## src/rtl/uart_receiver.sv

```systemverilog
// UART 8N1 receive stage: 2-FF synchronised rx, mid-bit sampling, sticky rdy/overrun and framing status.
// Optional even-parity bit and parity_err port when UART_RX_PARITY_EN is defined.
module uart_receiver #(
  parameter int unsigned CLKS_PER_BIT = 434
) (
  input  logic       clk_50m,
  input  logic       rst,
  input  logic       rx,
  input  logic       rdy_clr,
  output logic [7:0] dout,
  output logic       rdy,
  output logic       rx_busy,
  output logic       frame_err,
`ifdef UART_RX_PARITY_EN
  output logic       overrun,
  output logic       parity_err
`else
  output logic       overrun
`endif
);

  localparam int unsigned CNT_W    = 10;
  localparam int unsigned HALF_BIT = CLKS_PER_BIT / 2;
  localparam logic [CNT_W-1:0] HALF_LAST = CNT_W'(HALF_BIT - 1);
  localparam logic [CNT_W-1:0] BIT_LAST  = CNT_W'(CLKS_PER_BIT - 1);

  typedef enum logic [2:0] {
    IDLE   = 3'd0,
    START  = 3'd1,
    DATA   = 3'd2,
    PARITY = 3'd3,
    STOP   = 3'd4,
    BREAK  = 3'd5
  } state_t;

  state_t           state, state_nxt;
  logic             rx_s1, rx_s;
  logic [CNT_W-1:0] cnt, cnt_nxt;
  logic [2:0]       idx, idx_nxt;
  logic [7:0]       shift, shift_nxt;
  logic [7:0]       dout_nxt;
  logic             rdy_nxt, rx_busy_nxt, frame_err_nxt, overrun_nxt;
`ifdef UART_RX_PARITY_EN
  logic             par_bit, par_bit_nxt;
  logic             parity_err_nxt;
`endif

  // Synchroniser and all state/output registers
  always_ff @(posedge clk_50m) begin
    if (rst) begin
      rx_s1      <= 1'b1;
      rx_s       <= 1'b1;
      state      <= IDLE;
      cnt        <= '0;
      idx        <= '0;
      shift      <= '0;
      dout       <= 8'h00;
      rdy        <= 1'b0;
      rx_busy    <= 1'b0;
      frame_err  <= 1'b0;
      overrun    <= 1'b0;
`ifdef UART_RX_PARITY_EN
      par_bit    <= 1'b0;
      parity_err <= 1'b0;
`endif
    end else begin
      rx_s1      <= rx;
      rx_s       <= rx_s1;
      state      <= state_nxt;
      cnt        <= cnt_nxt;
      idx        <= idx_nxt;
      shift      <= shift_nxt;
      dout       <= dout_nxt;
      rdy        <= rdy_nxt;
      rx_busy    <= rx_busy_nxt;
      frame_err  <= frame_err_nxt;
      overrun    <= overrun_nxt;
`ifdef UART_RX_PARITY_EN
      par_bit    <= par_bit_nxt;
      parity_err <= parity_err_nxt;
`endif
    end
  end

  // Next-state and registered-output logic
  always_comb begin
    state_nxt      = state;
    cnt_nxt        = cnt + CNT_W'(1);
    idx_nxt        = idx;
    shift_nxt      = shift;
    dout_nxt       = dout;
    rdy_nxt        = rdy;
    frame_err_nxt  = frame_err;
    overrun_nxt    = overrun;
`ifdef UART_RX_PARITY_EN
    par_bit_nxt    = par_bit;
    parity_err_nxt = parity_err;
`endif

    if (rdy_clr) begin
      rdy_nxt     = 1'b0;
      overrun_nxt = 1'b0;
    end

    case (state)
      IDLE: begin
        cnt_nxt = '0;
        if (!rx_s) state_nxt = START;
      end
      START: begin
        if (cnt == HALF_LAST) begin
          cnt_nxt   = '0;
          idx_nxt   = '0;
          state_nxt = rx_s ? IDLE : DATA;
        end
      end
      DATA: begin
        if (cnt == BIT_LAST) begin
          cnt_nxt   = '0;
          shift_nxt = {rx_s, shift[7:1]};
          idx_nxt   = idx + 3'd1;
`ifdef UART_RX_PARITY_EN
          if (idx == 3'd7) state_nxt = PARITY;
`else
          if (idx == 3'd7) state_nxt = STOP;
`endif
        end
      end
`ifdef UART_RX_PARITY_EN
      PARITY: begin
        if (cnt == BIT_LAST) begin
          cnt_nxt     = '0;
          par_bit_nxt = rx_s;
          state_nxt   = STOP;
        end
      end
`endif
      STOP: begin
        if (cnt == BIT_LAST) begin
          cnt_nxt = '0;
          if (rx_s) begin
            dout_nxt      = shift;
            rdy_nxt       = 1'b1;
            frame_err_nxt = 1'b0;
            // Newest byte wins; overrun only if the consumer had not taken the previous one
            if (rdy && !rdy_clr) overrun_nxt = 1'b1;
`ifdef UART_RX_PARITY_EN
            parity_err_nxt = ^{shift, par_bit};
`endif
            state_nxt = IDLE;
          end else begin
            frame_err_nxt = 1'b1;
            state_nxt     = BREAK;
          end
        end
      end
      BREAK: begin
        cnt_nxt = '0;
        if (rx_s) state_nxt = IDLE;
      end
      default: begin
        cnt_nxt   = '0;
        state_nxt = IDLE;
      end
    endcase

    rx_busy_nxt = (state_nxt != IDLE);
  end

endmodule
```

## config.mk

```make
export PLATFORM = sky130hd
export DESIGN_NAME = uart_receiver
export DESIGN_NICKNAME = d
export VERILOG_FILES = /design/src/rtl/uart_receiver.sv
export SDC_FILE = /design/constraint.sdc
export NUM_CORES = 1
export LEC_CHECK = 0
export ABC_AREA = 1
export CAP_MARGIN = 10
export CORE_MARGIN = 5
export CORE_UTILIZATION = 60
export DETAILED_ROUTE_END_ITERATION = 16
export PLACE_DENSITY_LB_ADDON = 0.05
export SLEW_MARGIN = 15
export SYNTH_ARGS = -nofsm -noshare
export SYNTH_HDL_FRONTEND = slang
export SYNTH_SLANG_ARGS = --single-unit
```

## constraint.sdc

```tcl
create_clock -name clk_50m -period 2.3 [get_ports clk_50m]
set_input_delay 0.46 -clock clk_50m [delete_from_list [all_inputs] [get_ports clk_50m]]
set_output_delay 0.46 -clock clk_50m [all_outputs]
set_load 0.05 [all_outputs]
```

==> impl_metrics.py, run 1 <==
metrics = {
    "placement": {
        "placed_cells": 267,
        "portBuffers": 15,
        "dp_slack_ns": 0.394,
        "place_hpwl_mm": 2.37,
        "gp_congestion": 0.842,
    },
    "worst_setup_path": {
        "r2r_setup_slack_ns": 0.66,
        "crit_required_ns": 1.84,
        "critPathMaxFanout": 3,
        "crit_chain": "clkdlybuf4s50_1",
        "crit_arrival_ns": 1.51,
        "end_kind": "output port",
        "critical_path_class": "flip-flop to output port",
        "worst_path_largest_cell_delay_ns": 0.81,
        "cpLargestDelayFamily": "buffers and inverters",
        "start_kind": "flip-flop",
        "crit_path_top_delay_cell": "clkdlybuf4s50_1",
        "cp_num_buf_inv": 1,
        "critPathLaunch": "rdy$_SDFF_PP0_",
        "r2r_start": "cnt[0]$_SDFF_PP0_",
    },
    "global_routing": {
        "grt_use_total": 0.169,
        "gr-total-overflow": 0,
        "grt_start_max_net_pins": 23,
        "grt_pass1_wl_mm": 5.66,
        "grt_pass1_vias": 1349,
        "antenna_found_initial": 0,
    },
    "layout": {
        "fillCellCount": 220,
        "multi_input_area_um2": 826,
        "final_core_util": 0.715,
        "diodes": 0,
        "instances_no_fill": 275,
        "drive_gt1_frac": 0.131,
        "syn_to_final_growth_pct": 13.2,
        "seq_area_um2": 761,
        "final_nets": 252,
    },
    "drt": {
        "vias": 1411,
        "ant_nets": 0,
        "post-route-drc-count": 0,
        "routed_wl_mm": 3.08,
        "vias_per_cell": 5.13,
        "drt_iter0_drc": 65,
        "wire_per_inst_um": 11.2,
        "first_pass_iters": 4,
    },
    "synthesis": {
        "netlist_instances": 224,
        "synth_edf_count": 0,
        "synth_area_um2": 1740,
        "syn-num-nets": 233,
        "syn_avg_cell_area_um2": 7.77,
        "yosysSeqAreaShare": 0.437,
        "yosys_most_used_dff": "dfxtp_1",
        "synth_cell_types": 29,
        "ys_ff_latch": 38,
        "async_flop_share": 0,
        "ys_warn_count": 0,
    },
    "timing": {
        "fin_skew_ns": 0.00361,
        "worst_slew_pin_slew_ns": 0.605,
        "finalCritPeriodShare": 0.856,
        "finalSetupTns_ns": 0,
        "hold_viol": 0,
        "min_period_ns": 1.97,
        "setup_viol": 0,
        "rsz0062_at_grt": "no",
        "max_freq_mhz": 508,
        "maxSlewHeadroom": 0.596,
        "drv_slew": 0,
        "setup_slack_ns": 0.332,
    },
    "clock_network": {
        "cts_hold_buffers": 0,
        "clk_latency_ns": 0.32,
        "post-cts-setup-buffers": 0,
        "htreeDepth": 2,
        "cts_resized": 0,
        "cts_buffer_depth": 2,
        "cts.sinks": 38,
        "cts-root-buf": "clkbuf_4",
        "clkSlewWorstSetupHoldPaths_ns": 0.10,
        "cts_tree": "built",
        "cts-buffers-inserted": 5,
    },
    "power": {
        "power.density_nw_per_um2": 534,
        "p_leak_nw": 0.811,
        "ir_drop_v": 0.000582,
        "power_mw": 1.05,
    },
    "floorplanning": {
        "die_area_um2": 4080,
        "io_pins": 16,
        "core_area_um2": 2760,
        "std_cell_rows": 19,
        "start_util": 0.631,
        "dieWidth_um": 63.9,
        "die_h_um": 63.9,
    },
    "min_path": {
        "hp-class": "flip-flop to flip-flop",
        "worstHoldStart": "rx_s1$_SDFF_PP1_",
    },
    "flow_run": {
        "drv_cap": 0,
    },
    "status": {
        "status": "finished clean",
    },
}
[metrics by stage]
| step | hold WS [ns] | cell area [um^2] |
|---|---|---|
| 2_1_floorplan | 0.389 | 1740 |
| 3_3_place_gp | 0.392 | 1910 |
| 3_5_place_dp | 0.399 | 1910 |
| 4_1_cts | 0.423 | 1970 |
| 5_1_grt | 0.461 | 1970 |
| 6_report | 0.425 | 1970 |
[layer usage]
| layer | wire [um] | GRT usage | up-vias |
|---|---|---|---|
| met5 | 0 | 0 | - |
| met4 | 39 | 0.0597 | 0 |
| met3 | 154 | 0.0490 | 7 |
| met2 | 1470 | 0.283 | 35 |
| met1 | 1420 | 0.205 | 627 |
| li1 | - | - | 742 |
[cell type report]
| cell class | instances | area share |
|---|---|---|
| clock buffer | 7 | 0.0279 |
| tap | 31 | 0.0197 |
| timing repair buffer | 15 | 0.0762 |
| sequential | 38 | 0.386 |
| inverter | 36 | 0.0686 |
| multi-input combinational | 147 | 0.419 |
| clock inverter | 1 | 0.00254 |
[logic make-up (layout without fill, tap and decap cells)]
group | count (synthesis) | in the layout | share of synthesized area
flops | 38 | 38 | 0.437
compound gates | 34 | 34 | 0.108
simple gates | 103 | 103 | 0.306
fa+ha+maj | 5 | 5 | 0.0359
buf+inv | 39 | 59 | 0.0884
xor+xnor | 5 | 5 | 0.0252
[synthesized netlist by cell type, types with 3 or more instances]
master   number  area, um^2
ha_1          5        62.6
inv_1        32         120
a21oi_1       9        45.0
nor2_1       43         161
o21ai_0      15        75.1
xor2_1        5        43.8
inv_2         4        15.0
nand4_1       4        25.0
nor3_1        6        30.0
o21ai_1       4        20.0
nand3_1       6        30.0
dfxtp_1      38         761
or2_2         3        18.8
nand2_1      27         101
[sequential cells by signal, summed over array words and instances, names as in the netlist]
signal	flops
shift	8
idx	3
cnt	10
dout	8
overrun	1
rx_s	1
rdy	1
rx_busy	1
state	3
frame_err	1
rx_s1	1
[power breakdown]
| group | internal (mW) | switching [mW] | leakage [nW] | total (mW) |
|---|---|---|---|---|
| combinational | 0.0155 | 0.0262 | 0.469 | 0.0417 |
| sequential | 0.662 | 0.00359 | 0.307 | 0.665 |
| clock | 0.148 | 0.198 | 0.0353 | 0.346 |
[cell usage in the layout (no fill, tap or decap), types with 3 or more instances in the layout]
master,synthesis,final
xor2_1,5,5
clkdlybuf4s50_1,0,15
nand3_1,6,6
nand2_1,27,27
clkbuf_4,0,5
dfxtp_1,38,38
ha_1,5,5
a21oi_1,9,9
nand4_1,4,4
or2_2,3,3
o21ai_1,4,4
inv_1,32,32
inv_2,4,4
nor2_1,43,43
o21ai_0,15,15
nor3_1,6,6
[worst paths after layout]
path / depth (start not counted) / end
setup / recovery: 1 / rdy
hold / removal: 1 / rx_s$_SDFF_PP1_
setup reg to reg: 9 / overrun$_SDFF_PP0_
hold reg to reg: 1 / rx_s$_SDFF_PP1_
No activity file was read; power rests on OpenSTA's default activity.
==> run 2: changes to the inputs <==
GPL_ROUTABILITY_DRIVEN = 0   (was default)
==> impl_metrics.py, run 2 (same netlist as run 1, synthesis figures left out) <==
metrics = {
    "floorplanning": {
        "die_area_um2": 4080,
        "std_cell_rows": 19,
        "io_pins": 16,
        "dieWidth_um": 63.9,
        "die_h_um": 63.9,
        "start_util": 0.631,
        "core_area_um2": 2760,
    },
    "timing": {
        "fin_skew_ns": 0.00600,
        "worst_slew_pin_slew_ns": 0.580,
        "finalSetupTns_ns": 0,
        "min_period_ns": 2.00,
        "max_freq_mhz": 500,
        "finalCritPeriodShare": 0.869,
        "drv_slew": 0,
        "maxSlewHeadroom": 0.613,
        "hold_ws_ns": 0.418,
        "rsz0062_at_grt": "no",
        "hold_viol": 0,
        "setup_slack_ns": 0.302,
        "setup_viol": 0,
    },
    "worst_setup_path": {
        "cp_num_buf_inv": 1,
        "worst_path_largest_cell_delay_ns": 0.82,
        "critPathMaxFanout": 3,
        "crit_path_top_delay_cell": "clkdlybuf4s50_1",
        "start_kind": "flip-flop",
        "cpLargestDelayFamily": "buffers and inverters",
        "critical_path_class": "flip-flop to output port",
        "crit_required_ns": 1.84,
        "crit_arrival_ns": 1.54,
        "end_kind": "output port",
        "reg2reg_depth": 9,
        "crit_chain": "clkdlybuf4s50_1",
        "cp.depth": 1,
    },
    "global_routing": {
        "gr-total-overflow": 0,
        "grt_pass1_vias": 1296,
        "grt_pass1_wl_mm": 5.40,
        "grt_start_max_net_pins": 23,
        "antenna_found_initial": 0,
        "grt_use_total": 0.161,
    },
    "drt": {
        "ant_nets": 0,
        "wire_per_inst_um": 11.1,
        "post-route-drc-count": 0,
        "vias_per_cell": 5.13,
        "routed_wl_mm": 3.06,
        "first_pass_iters": 4,
        "vias": 1412,
        "drt_iter0_drc": 118,
    },
    "clock_network": {
        "cts_resized": 0,
        "cts_tree": "built",
        "post-cts-setup-buffers": 0,
        "clk_latency_ns": 0.34,
        "htreeDepth": 2,
        "cts_buffer_depth": 2,
        "cts_hold_buffers": 0,
        "cts-buffers-inserted": 5,
        "cts.sinks": 38,
        "clkSlewWorstSetupHoldPaths_ns": 0.10,
        "cts-root-buf": "clkbuf_4",
    },
    "power": {
        "power.density_nw_per_um2": 537,
        "ir_drop_v": 0.000630,
        "p_leak_nw": 0.811,
        "power_mw": 1.06,
    },
    "placement": {
        "placed_area_um2": 1910,
        "portBuffers": 15,
        "dp_slack_ns": 0.385,
        "place_hpwl_mm": 2.38,
    },
    "layout": {
        "final_nets": 252,
        "finalInstanceArea_um2": 1970,
        "final_cell_mix": "nor2_1 (43), dfxtp_1 (38), inv_1 (32), nand2_1 (27)",
        "diodes": 0,
        "largest_reg_flops": 10,
        "fillCellCount": 227,
        "drive_gt1_frac": 0.131,
        "layout_commonest_cell": "nor2_1",
        "top_register": "cnt",
        "syn_to_final_growth_pct": 13.2,
        "reg_top3": "cnt (10), dout (8), shift (8)",
    },
    "status": {
        "status": "finished clean",
    },
    "min_path": {
        "hp-class": "flip-flop to flip-flop",
        "min_path_cells": 1,
    },
    "flow_run": {
        "drv_cap": 0,
    },
}
[run 2: cell counts in the layout (fill, tap and decap cells not counted)]
No cell type changed its count.
[run 2: worst paths after layout]
path	start	end	slack (ns)
worst max-delay path	rdy$_SDFF_PP0_	rdy	0.30
worst min-delay path	rx_s1$_SDFF_PP1_	rx_s$_SDFF_PP1_	0.42
worst max register to register	cnt[0]$_SDFF_PP0_	overrun$_SDFF_PP0_	0.64
worst min register to register	rx_s1$_SDFF_PP1_	rx_s$_SDFF_PP1_	0.42
[run 2: routing by layer]
layer  global-route usage  up-vias  part of all wire
li1                     -      743                 -
met3               0.0455        4             0.052
met2                0.276       38              0.47
met5                    0        -                 0
met4               0.0545        0             0.014
met1                0.192      627              0.46
[run 2: layout make-up]
| type | instances | area (um^2) | share of cell area |
|---|---|---|---|
| Clock buffer | 7 | 55.1 | 0.0279 |
| Clock inverter | 1 | 5.00 | 0.00254 |
| Inverter | 36 | 135 | 0.0686 |
| Multi-Input combinational cell | 147 | 826 | 0.419 |
| Sequential cell | 38 | 761 | 0.386 |
| Tap cell | 31 | 38.8 | 0.0197 |
| Timing Repair Buffer | 15 | 150 | 0.0762 |
[run 2: worst reg2reg max path: stages, from the launching register on]
cell and delay, ns:
dfxtp_1 0.42, ha_1 0.17, inv_1 0.04, nor2_2 0.13, nand2_4 0.10, nor2_8 0.12
nand4_4 0.23, inv_1 0.19, nand2_1 0.06, a21oi_1 0.11
[run 2: per-stage QoR]
stage               utilization  cells
finish                    0.715    275
detailed placement        0.693    267
global placement          0.693    267
global route              0.715    275
floorplan                     -    224
CTS                       0.715    275
[run 2: report_power, final]
group,internal (mW),switching [mW],total (mW)
Sequential,0.662,0.00375,0.666
Clock,0.148,0.203,0.352
Combinational,0.0154,0.0261,0.0415
==> run 3: changes to the inputs <==
ABC_AREA = 0   (was 1)
==> impl_metrics.py, run 3 <==
metrics = {
    "synthesis": {
        "synth_top_family_by_area": "simple AND/OR/NAND/NOR gates",
        "ys_ff_latch": 38,
        "synth.area.top_cells": "dfxtp_1 (45%), nor2_1 (5.1%), mux2i_1 (4.7%), nand2_1 (4.2%), a21oi_1 (4.1%)",
        "synth_area_um2": 1700,
        "ys_top_cells_by_count": "dfxtp_1 (38), nor2_1 (23), nand2_1 (19), a21oi_1 (14), mux2i_1 (8)",
        "async_flop_share": 0,
        "synth_cell_types": 40,
        "syn-num-nets": 189,
        "synth_top_area_share": 0.447,
        "ys_warn_count": 0,
        "synthSimpleGateAreaFrac": 0.289,
        "netlist_instances": 180,
        "syn_avg_cell_area_um2": 9.45,
        "synth_most_common_cell": "dfxtp_1",
        "yosys.area_share.xor_xnor": 0.0463,
        "yosysSeqAreaShare": 0.447,
        "muxShareOfSynthArea": 0.0471,
        "synth_compound_area_frac": 0.0949,
        "synth_top_area_cell": "dfxtp_1",
        "synth_edf_count": 0,
        "synth_fa_ha_area_frac": 0.0368,
        "yosys_most_used_dff": "dfxtp_1",
    },
    "layout": {
        "diodes": 0,
        "largest_reg_flops": 10,
        "reg_top3": "cnt (10), dout (8), shift (8)",
        "final_nets": 205,
        "multi_input_area_um2": 875,
        "top_register": "cnt",
        "fillCellCount": 208,
        "final_core_util": 0.722,
        "seq_area_um2": 761,
        "drive_gt1_frac": 0.107,
        "syn_to_final_growth_pct": 16.0,
        "layout_commonest_cell": "dfxtp_1",
        "instances_no_fill": 228,
        "finalInstanceArea_um2": 1970,
        "final_cell_mix": "dfxtp_1 (38), nor2_1 (23), nand2_1 (19), clkdlybuf4s50_1 (15), a21oi_1 (14)",
    },
    "worst_setup_path": {
        "crit_required_ns": 2.58,
        "critical_path_class": "flip-flop to flip-flop",
        "critPathMaxFanout": 16,
        "r2r_start": "state[1]$_SDFF_PP0_",
        "start_kind": "flip-flop",
        "cp_num_buf_inv": 0,
        "end_kind": "flip-flop",
        "crit_arrival_ns": 2.29,
        "cpLargestDelayFamily": "simple AND/OR/NAND/NOR gates",
        "worst_path_largest_cell_delay_ns": 0.63,
        "critPathLaunch": "state[1]$_SDFF_PP0_",
        "crit_chain": "or3b_4 > nor4_4 > nand4_1 > a21oi_1",
        "crit_path_top_delay_cell": "dfxtp_1",
    },
    "floorplanning": {
        "io_pins": 16,
        "std_cell_rows": 19,
        "die_h_um": 63.3,
        "core_area_um2": 2730,
        "start_util": 0.622,
        "die_area_um2": 4000,
        "dieWidth_um": 63.3,
    },
    "power": {
        "p_sw_mw": 0.242,
        "power_mw": 1.28,
        "p_clk_frac": 0.457,
        "p_leak_nw": 0.734,
        "combPwrFrac": 0.025,
        "ir_drop_v": 0.000519,
        "power.density_nw_per_um2": 651,
        "internal_power_mw": 1.04,
        "power_frac_seq": 0.519,
        "p_sw_frac": 0.188,
    },
    "global_routing": {
        "antenna_found_initial": 0,
        "grt_start_max_net_pins": 25,
        "grt_pass1_vias": 1216,
        "gr-total-overflow": 0,
        "grt_use_total": 0.174,
        "grt_pass1_wl_mm": 5.65,
    },
    "drt": {
        "post-route-drc-count": 0,
        "drt_iter0_drc": 86,
        "first_pass_iters": 4,
        "ant_nets": 0,
        "vias": 1296,
        "vias_per_cell": 5.68,
        "routed_wl_mm": 3.16,
        "wire_per_inst_um": 13.8,
    },
    "status": {
        "status": "finished clean",
    },
    "clock_network": {
        "cts-buffers-inserted": 5,
        "cts_tree": "built",
        "cts-root-buf": "clkbuf_4",
        "clkSlewWorstSetupHoldPaths_ns": 0.11,
        "post-cts-setup-buffers": 0,
        "cts_resized": 0,
        "cts_buffer_depth": 2,
        "cts_hold_buffers": 0,
        "htreeDepth": 2,
        "clk_latency_ns": 0.34,
        "cts.sinks": 38,
    },
    "timing": {
        "finalSetupTns_ns": 0,
        "finalCritPeriodShare": 0.875,
        "setup_slack_ns": 0.287,
        "setup_viol": 0,
        "drv_slew": 0,
        "fin_skew_ns": 0.00957,
        "hold_ws_ns": 0.428,
        "hold_viol": 0,
        "worst_slew_pin_slew_ns": 0.569,
        "maxSlewHeadroom": 0.618,
        "rsz0062_at_grt": "no",
        "max_freq_mhz": 497,
        "min_period_ns": 2.01,
    },
    "min_path": {
        "hp-class": "flip-flop to flip-flop",
        "worstHoldStart": "rx_s1$_SDFF_PP1_",
    },
    "placement": {
        "placed_area_um2": 1860,
        "portBuffers": 15,
        "placed_cells": 220,
        "dp_slack_ns": 0.348,
        "place_hpwl_mm": 2.20,
    },
    "flow_run": {
        "drv_cap": 0,
    },
}
run 3: changes by cell type in the layout (fill, tap and decap cells not counted), sizes merged, moves of 7 or more:
cell / delta
mux2i: +8
inv: -30
o21ai: -21
nor2: -25
nand2: -12
xnor2: +7
run 3: final cells by class:
type,instances,area share
Clock buffer,6,0.0260
Tap cell,31,0.0197
Sequential cell,38,0.386
Clock inverter,2,0.0304
Timing Repair Buffer,17,0.0837
Inverter,6,0.0114
Multi-Input combinational cell,128,0.443
run 3: power groups by stage:
stage               registers [mW]  clock network, mW  logic (mW)
global route                 0.667              0.636      0.0351
global placement             0.681                  0      0.0310
floorplan                    0.683                  0      0.0161
finish                       0.666              0.586      0.0316
CTS                          0.666              0.598      0.0318
detailed placement           0.681                  0      0.0315
run 3: final timing paths:
check,endpoint,slack (ns),cells past startpoint
worst max-delay path,idx[1]$_SDFFE_PP0P_,0.29,4
worst min-delay path,rx_s$_SDFF_PP1_,0.43,1
worst max register to register,idx[1]$_SDFFE_PP0P_,0.29,4
worst min register to register,rx_s$_SDFF_PP1_,0.43,1
run 3: per-layer routing:
metal / up-vias / global-route usage / wire, um
li1: 658 / - / -
met1: 603 / 0.225 / 1480
met2: 29 / 0.264 / 1480
met3: 6 / 0.0622 / 149
met4: 0 / 0.0701 / 44
met5: - / 0 / 0
run 3: logic make-up after synthesis:
family / after synthesis
buffers and inverters: 14
adders and majority gates: 5
AOI/OAI and AO/OA: 24
and+or+nand+nor: 82
muxes: 8
xor gates and xnor gates: 9
DFF: 38
